--- src/rtl/jacaranda_flash_loader.sv ---
// jacaranda_flash_loader
// Boot sequencer for the jacaranda-8 core. Holds the CPU in reset, issues one SPI READ (0x03)
// burst to an external flash (mode 0, MSB first) and writes each returned byte into the
// 8-bit instruction memory at consecutive addresses, then releases the CPU.
//
// Ports:
//   wb_clk_i      system clock, all logic on the rising edge
//   wb_rst_i      synchronous active-high reset
//   start_i       single-cycle load request (accepted in IDLE or DONE)
//   busy_o        load in progress
//   done_o        load complete, CPU released
//   cpu_rst_o     core reset, low only in DONE
//   spi_csb_o     flash chip select (active low)
//   spi_sck_o     flash SPI clock
//   spi_mosi_o    command/address to flash
//   spi_miso_i    data from flash
//   imem_we_o     instruction-memory write strobe (one-cycle pulse)
//   imem_addr_o   instruction-memory write address
//   imem_wdata_o  instruction-memory write data
module jacaranda_flash_loader #(
    parameter int unsigned CLK_DIV    = 4,
    parameter int unsigned ADDR_W     = 8,
    parameter int unsigned LOAD_LEN   = 256,
    parameter logic [23:0] FLASH_BASE = 24'h000000
) (
    input  logic              wb_clk_i,
    input  logic              wb_rst_i,
    input  logic              start_i,
    output logic              busy_o,
    output logic              done_o,
    output logic              cpu_rst_o,
    output logic              spi_csb_o,
    output logic              spi_sck_o,
    output logic              spi_mosi_o,
    input  logic              spi_miso_i,
    output logic              imem_we_o,
    output logic [ADDR_W-1:0] imem_addr_o,
    output logic [7:0]        imem_wdata_o
);

    localparam int unsigned TOTAL_BITS = 32 + 8 * LOAD_LEN;
    localparam int unsigned CNT_W      = $clog2(TOTAL_BITS + 1);

    localparam logic [7:0]       READ_CMD  = 8'h03;
    localparam logic [7:0]       DIV_LAST  = 8'(CLK_DIV - 1);
    localparam logic [CNT_W-1:0] CMD_LAST  = CNT_W'(7);
    localparam logic [CNT_W-1:0] ADDR_LAST = CNT_W'(31);
    localparam logic [CNT_W-1:0] DATA_LAST = CNT_W'(TOTAL_BITS - 1);

    typedef enum logic [2:0] {
        StIdle,
        StCmd,
        StAddr,
        StData,
        StFinish,
        StDone
    } state_e;

    state_e            state_q, state_d;
    logic [7:0]        div_q, div_d;
    logic              sck_q, sck_d;
    logic              csb_q, csb_d;
    logic              mosi_q, mosi_d;
    logic [31:0]       tx_q, tx_d;
    logic [CNT_W-1:0]  bit_q, bit_d;
    logic [7:0]        rx_q, rx_d;
    logic [ADDR_W-1:0] idx_q, idx_d;
    logic [ADDR_W-1:0] addr_q, addr_d;
    logic [7:0]        wdata_q, wdata_d;
    logic              we_q, we_d;
    logic              busy_q, busy_d;
    logic              done_q, done_d;
    logic              cpu_rst_q, cpu_rst_d;

    logic       active;
    logic       tick;
    logic       rise;
    logic       fall;
    logic       start_ok;
    logic [7:0] rx_byte;

    assign active   = (state_q == StCmd) || (state_q == StAddr) || (state_q == StData);
    assign tick     = active && (div_q == DIV_LAST);
    assign rise     = tick && !sck_q;
    assign fall     = tick && sck_q;
    assign start_ok = start_i && ((state_q == StIdle) || (state_q == StDone));
    assign rx_byte  = {rx_q[6:0], spi_miso_i};

    // State register and all datapath flops
    always_ff @(posedge wb_clk_i) begin
        if (wb_rst_i) begin
            state_q   <= StIdle;
            div_q     <= '0;
            sck_q     <= 1'b0;
            csb_q     <= 1'b1;
            mosi_q    <= 1'b0;
            tx_q      <= '0;
            bit_q     <= '0;
            rx_q      <= '0;
            idx_q     <= '0;
            addr_q    <= '0;
            wdata_q   <= '0;
            we_q      <= 1'b0;
            busy_q    <= 1'b0;
            done_q    <= 1'b0;
            cpu_rst_q <= 1'b1;
        end else begin
            state_q   <= state_d;
            div_q     <= div_d;
            sck_q     <= sck_d;
            csb_q     <= csb_d;
            mosi_q    <= mosi_d;
            tx_q      <= tx_d;
            bit_q     <= bit_d;
            rx_q      <= rx_d;
            idx_q     <= idx_d;
            addr_q    <= addr_d;
            wdata_q   <= wdata_d;
            we_q      <= we_d;
            busy_q    <= busy_d;
            done_q    <= done_d;
            cpu_rst_q <= cpu_rst_d;
        end
    end

    // Next-state logic; phase ends are taken on the SCK fall that completes the phase
    always_comb begin
        state_d = state_q;
        case (state_q)
            StIdle:   if (start_i) state_d = StCmd;
            StCmd:    if (fall && (bit_q == CMD_LAST)) state_d = StAddr;
            StAddr:   if (fall && (bit_q == ADDR_LAST)) state_d = StData;
            StData:   if (fall && (bit_q == DATA_LAST)) state_d = StFinish;
            StFinish: if (csb_q) state_d = StDone;
            StDone:   if (start_i) state_d = StCmd;
            default:  state_d = StIdle;
        endcase
    end

    // Status outputs, registered from the next state so they change on the entering edge
    always_comb begin
        busy_d    = (state_d != StIdle) && (state_d != StDone);
        done_d    = (state_d == StDone);
        cpu_rst_d = (state_d != StDone);
    end

    // SPI shifter, clock divider and memory write path
    always_comb begin
        div_d   = div_q;
        sck_d   = sck_q;
        csb_d   = csb_q;
        mosi_d  = mosi_q;
        tx_d    = tx_q;
        bit_d   = bit_q;
        rx_d    = rx_q;
        idx_d   = idx_q;
        addr_d  = addr_q;
        wdata_d = wdata_q;
        we_d    = 1'b0;
        if (start_ok) begin
            div_d  = '0;
            sck_d  = 1'b0;
            csb_d  = 1'b0;
            // First bit goes out on the start edge; tx holds the remaining 31 bits.
            mosi_d = READ_CMD[7];
            tx_d   = {READ_CMD[6:0], FLASH_BASE, 1'b0};
            bit_d  = '0;
            rx_d   = '0;
            idx_d  = '0;
        end else if (active) begin
            if (tick) begin
                div_d = '0;
                sck_d = ~sck_q;
            end else begin
                div_d = div_q + 8'd1;
            end
            if (rise && (state_q == StData)) begin
                rx_d = rx_byte;
                // 32 header bits keep bit_q[2:0] aligned with the bit-in-byte position.
                if (bit_q[2:0] == 3'd7) begin
                    we_d    = 1'b1;
                    wdata_d = rx_byte;
                    addr_d  = idx_q;
                    idx_d   = idx_q + ADDR_W'(1);
                end
            end
            if (fall) begin
                bit_d  = bit_q + CNT_W'(1);
                mosi_d = tx_q[31];
                tx_d   = {tx_q[30:0], 1'b0};
            end
        end else if ((state_q == StFinish) && !csb_q) begin
            // Hold CSB low for CLK_DIV cycles after the last SCK fall.
            if (div_q == DIV_LAST) begin
                csb_d = 1'b1;
                div_d = '0;
            end else begin
                div_d = div_q + 8'd1;
            end
        end
    end

    assign busy_o       = busy_q;
    assign done_o       = done_q;
    assign cpu_rst_o    = cpu_rst_q;
    assign spi_csb_o    = csb_q;
    assign spi_sck_o    = sck_q;
    assign spi_mosi_o   = mosi_q;
    assign imem_we_o    = we_q;
    assign imem_addr_o  = addr_q;
    assign imem_wdata_o = wdata_q;

endmodule

--- config.mk ---
export PLATFORM = sky130hd
export DESIGN_NAME = jacaranda_flash_loader
export DESIGN_NICKNAME = d
export VERILOG_FILES = /design/src/rtl/jacaranda_flash_loader.sv
export SDC_FILE = /design/constraint.sdc
export NUM_CORES = 1
export LEC_CHECK = 0
export ABC_CLOCK_PERIOD_IN_PS = 2100
export CAP_MARGIN = 25
export CORE_ASPECT_RATIO = 0.75
export CORE_MARGIN = 1
export CORE_UTILIZATION = 35
export DETAILED_ROUTE_END_ITERATION = 8
export MAX_ROUTING_LAYER = met4
export PLACE_DENSITY = 0.64
export SKIP_CTS_REPAIR_TIMING = 1
export SYNTH_ARGS = -nofsm -noshare
export SYNTH_HDL_FRONTEND = slang
export SYNTH_SLANG_ARGS = --single-unit
--- constraint.sdc ---
create_clock -name wb_clk_i -period 2.1 [get_ports wb_clk_i]
set_input_delay 0.63 -clock wb_clk_i [delete_from_list [all_inputs] [get_ports wb_clk_i]]
set_output_delay 0.63 -clock wb_clk_i [all_outputs]
set_load 0.02 [all_outputs]
# Word level (Yosys, flattened, before mapping)
# Cells that the tools add are included.
[word_totals] word_cells=86 inputBits=4 ff_bits=68 output_inout_bits=23
[classes] reduce_logical=32 n_eq_ne=13 bitwise=4 add_sub_neg=3 n_mux=18
[ops] operator="$mux W27" n=3
[ops] operator="$mux W8" n=4
[ops] operator="$add A8 B1 Y8 const B" n=2
[ops] operator="$mux W3" n=5
[ops] operator="$pmux W3 S5" n=1
[ops] operator="$add A12 B1 Y12 const B" n=1
[ops] operator="$eq A12 B12 Y1 const B" n=1
[ops] operator="$eq A12 B3 Y1 const B" n=1
[ops] operator="$eq A12 B5 Y1 const B" n=1
[ops] operator="$eq A3 B3 Y1 const B" n=4
[ops] operator="$logic_and A1 B1 Y1" n=10
[ops] operator="$reduce_bool A2 Y1" n=5
[ops] operator="$eq A8 B2 Y1 const B" n=1
[ops] operator="$reduce_and A2 Y1" n=4
[ops] operator="$eq A3 B2 Y1 const B" n=2
[ops] operator="$reduce_and A3 Y1" n=2
[ops] operator="$mux W1" n=5
[ops] operator="$not A1 Y1" n=4
[ops] operator="$reduce_and A4 Y1" n=1
[ops] operator="$reduce_or A2 Y1" n=2
[ops] operator="$reduce_or A4 Y1" n=1
[ops] operator="$eq A3 B1 Y1 const B" n=1
[ops] operator="$logic_not A3 Y1" n=1
[ops] operator="$logic_or A1 B1 Y1" n=3
[ops] operator="4 further kinds" n=5

# Depth between registers and ports, before layout
[logic_depth] ltp_word=10 ltp_mapped=9

# Least setup slack after synthesis
# OpenSTA, ideal clock, no wires.
[synth_timing] kind="reg-to-reg" start="register div_q[0]" end="register busy_q (netlist: busy_o)" required_ns=2.021 stages_incl_launch_ff=7 t_arrival_ns=2.010 slack_ns=0.010 setup_ns=0.079 path_cell_list="dfxtp_1 ha_1 nor4b_4 nand4_4 or4_4 o211a_1 a211oi_2"
[synth_via] elab_chain_cells=8 word_cells_on_any_way=13
[synth_lines] item="start, declared" line_no="60" source="logic [7:0] div_q, div_d;"
[synth_lines] item="start signal, assigned" line_no="109" source="div_q <= div_d;"
[synth_lines] item="$eq A8 B2 Y1 (*)" line_no="83" source="assign tick = active && (div_q == DIV_LAST);"
[synth_lines] item="$logic_and A1 B1 Y1 (*)" line_no="83"
[synth_lines] item="$logic_and A1 B1 Y1 (*)" line_no="85" source="assign fall = tick && sck_q;"
[synth_lines] item="$logic_and A1 B1 Y1 (on tied branches)" line_no="133, 131, 132"
[synth_lines] item="$mux W3 (on tied branches)" line_no="133, 131, 132"
[synth_lines] item="$pmux W3 S5 (*)" line_no="129" source="case (state_q)"
[synth_lines] item="$ne A3 B3 Y1 / $reduce_bool A3 Y1 (equally long branches)" line_no="142" source="busy_d = (state_d != StIdle) && (state_d != StDone);"
[synth_lines] item="$logic_and A1 B1 Y1 (*)" line_no="142"
[synth_lines] item="end signal, assigned" line_no="120" source="busy_q <= busy_d;"
[synth_lines] item="end, declared" line_no="71" source="logic busy_q, busy_d;"
# Mark *: on every way between the ends. The rest lies on a longest branch, timed or not.
# A chain may end at the register's enable or synchronous reset.

# Worst setup path in the final report
[layout_timing] start="register sck_q (netlist: spi_sck_o)" end="output port spi_sck_o"
[layout_rtl] item="start, declared" line_no="61" source="logic sck_q, sck_d;"
[layout_rtl] item="start signal, assigned" line_no="110" source="sck_q <= sck_d;"
[layout_rtl] item="end, declared" line_no="33" source="output logic spi_sck_o,"
# No word-level cell between the ends.

==> impl_results.md <==
* Final period utilization at 0.969
* Max Freq at 0.491 GHz
* Crit. End Element: primary output
* Worst Slack Setup Final at 64.6 ps
* Hpwl dp at 4150 um
* Startpoint types: flop
* Highest metal used: met4
* FFs w/ async S/R, synth at 0
* Rel. slew slack at 0.708
* EDFF count, synth at 0
* Critical Path Source: spi_sck_o
* Hold crit path type: flop to flop
* Area contributors post-synth: dfxtp_1 47%, nand2_1 8.2%, a21oi_1 5.4%
* Synth top cells by count: 68 x dfxtp_1, 63 x nand2_1, 37 x nor2_1
* CTS HTree Levels at 3
* Xor and xnor area share after synthesis at 0.0702
* IO buf count at 26
* Met2 wire length at 2410 um
* Pre-antenna DRT Iters at 4
* Wire length on met1 at 3040 um
* P per Cell Area at 691 nW/um2
* Hold_sp: tx_q[29]
* Status: complete, no violations
* Mux contribution to synthesized area at 0.0279
* Initial antenna violation count at 0
* RSZ-0062 raised after global routing: no
* Fillers at 780
* Core Area at 7920 um2
* Maxcap violations at 0
* Full die area at 8570 um2
* Simple-gate share of the synthesized area at 0.276
* DP Worst Slack at 108 ps
* Final setup vio count at 0
* Critical Path Fanout Max at 7
* Slowest CP cell: clkdlybuf4s50_1
* Clk_lat worst skew at 340 ps
* Grt ovf at 0
* Clk_skew at 12.7 ps
* Area share of fa/ha/maj cells after synthesis at 0.0174
* Compound-gate portion of the synthesized area at 0.104
* Yosys warning count at 0
* Leakage power at 1.22 nW
* CTS tree: done
* Cells on worst reg2reg path at 5
* Syn Nets at 341
* Initial Util at 0.363
* Final Max Tran Viols at 0
* RD Place Congestion at 0.778
* CP bufs+invs at 1
* WP data arrival at 1410 ps
* Met3 WL at 343 um
* Min cycle time layout at 2040 ps
* Worst-path cell chain: clkdlybuf4s50_1
* First-pass GRT wire length at 9630 um
* IO Count at 27
* Vias in the first global route at 2,062
* Die W at 107 um
* Largest family of logic cells by synthesized area: simple AND/OR/NAND/NOR gates
* Vias at 2,389
* Post-synthesis sequential area ratio at 0.474
* Clock tree buffer depth at 2
* Residual DRC count at 0
* Clock Sinks at 68
* Final Routed Wirelength at 5860 um
* Cell with the most instances after synthesis: dfxtp_1
* Final hold vios at 0
* All-Layer GR Usage at 0.147
* Power Total at 0.00245 W
* Top-area cell type share of the netlist area at 0.474
* Total clock buffers created by CTS at 9
* Layout cells sized above 1 at 0.122
* Peak VDD IR at 310 uV
* Via density at 4.95
* Detailed Route Iter0 Violations at 121
* Largest net degree at the start of global routing at 29
* Top cell family by delay on the critical path: buffers and inverters
* Cell variety after synth at 45
* Largest area contributor in the netlist: dfxtp_1
* Area growth, synth to finish at 23.6%
* Routed WL per cell at 12.1 um
* CP Data Required Time at 1470 ps
* Synthesized area per cell at 8.62 um2
* FF-to-FF Start: bit_q[1]
* Final #Nets at 381
* Clock-pin slew on the worst setup and hold paths at 70 ps
* Critical path type: flop to primary output
* Slew of the pin with the lowest slew margin at 433 ps
* Post-route ant nets at 0
* Std cell rows at 28
* Root Buffer: clkbuf_8
* Max stage delay on crit path at 640 ps
* Synth Cell Area at 2870 um2
* Hold depth at 2
* CP Depth at 1
* Synth Register Bits at 68
* Synth Flop Type: dfxtp_1
* Post-synthesis cell count at 333
* Die H at 80.4 um
* # diodes at 0
worst paths after layout:
path | endpoint | slack, ps
max | spi_sck_o | 60
min | tx_q[30] | 450
max reg2reg | busy_o | 100
min reg2reg | tx_q[30] | 450
flip-flops by register name (all words and copies together), names as in the netlist:
register and flops:
idx_q 8, tx_q 7, spi_csb_o 1, bit_q 12, div_q 8, state_q 3
rx_q 7, cpu_rst_o 1, imem_wdata_o 8, done_o 1, spi_mosi_o 1, spi_sck_o 1
imem_we_o 1, imem_addr_o 8, busy_o 1
power breakdown:
group	total [W]	leakage (nW)	switching [W]	internal, W
sequential	0.00131	0.550	0.00000768	0.00130
clock	0.00105	0.0962	0.000502	0.000548
combinational	0.0000974	0.573	0.0000567	0.0000408
stage by stage:
stage / util / cell area (um2) / hold WS [ps] / instances / TNS [ps]
2_1_floorplan: - / 2870 / 432 / 333 / 0
3_3_place_gp: 0.424 / 3350 / 437 / 467 / 0
3_5_place_dp: 0.424 / 3350 / 442 / 467 / 0
4_1_cts: 0.448 / 3550 / 454 / 483 / -81.8
5_1_grt: 0.448 / 3550 / 471 / 483 / 0
6_report: 0.448 / 3550 / 451 / 483 / 0
layout make-up:
type,count,area [um2],area share
clock buffers,10,128,0.0360
clock inverters,6,65.1,0.0183
inverters,4,15.0,0.00423
multi-input cells,244,1430,0.401
flip-flops and latches,68,1360,0.384
well taps,105,131,0.0370
repair buffers,46,423,0.119
layer usage:
layer  vias to the layer above  global-route usage
met5                         -                   -
met2                        61               0.210
met4                         0              0.0534
li1                       1218                   -
met1                      1103               0.196
met3                         7              0.0446
layout by cell type (no fill, tap or decap), types with 7 or more instances in the layout:
| master | instances |
|---|---|
| a21oi_1 | 31 |
| and3_1 | 7 |
| buf_4 | 19 |
| clkbuf_8 | 9 |
| clkdlybuf4s50_1 | 26 |
| dfxtp_1 | 67 |
| mux2i_1 | 8 |
| nand2_1 | 62 |
| nand3_1 | 7 |
| nand4_1 | 10 |
| nor2_1 | 37 |
| nor3_1 | 9 |
| xnor2_1 | 13 |
| xor2_1 | 10 |
cell families (layout without fill, tap and decap cells):
family                     count (synthesis)  count (layout)
and+or+nand+nor                          160             160
DFF                                       68              68
AOI/OAI and AO/OA                         49              49
xor gates and xnor gates                  23              23
buffers and inverters                     21              66
muxes                                      8               8
adders and majority gates                  4               4
tightest hold or removal path: cells and delay by family, from the launching register on:
kind,cells,cell delay [ps]
flip-flops,1,310
AND/OR/NAND/NOR,1,50
AO/OA/AOI/OAI,1,50
(Power assumes the default switching activity.)
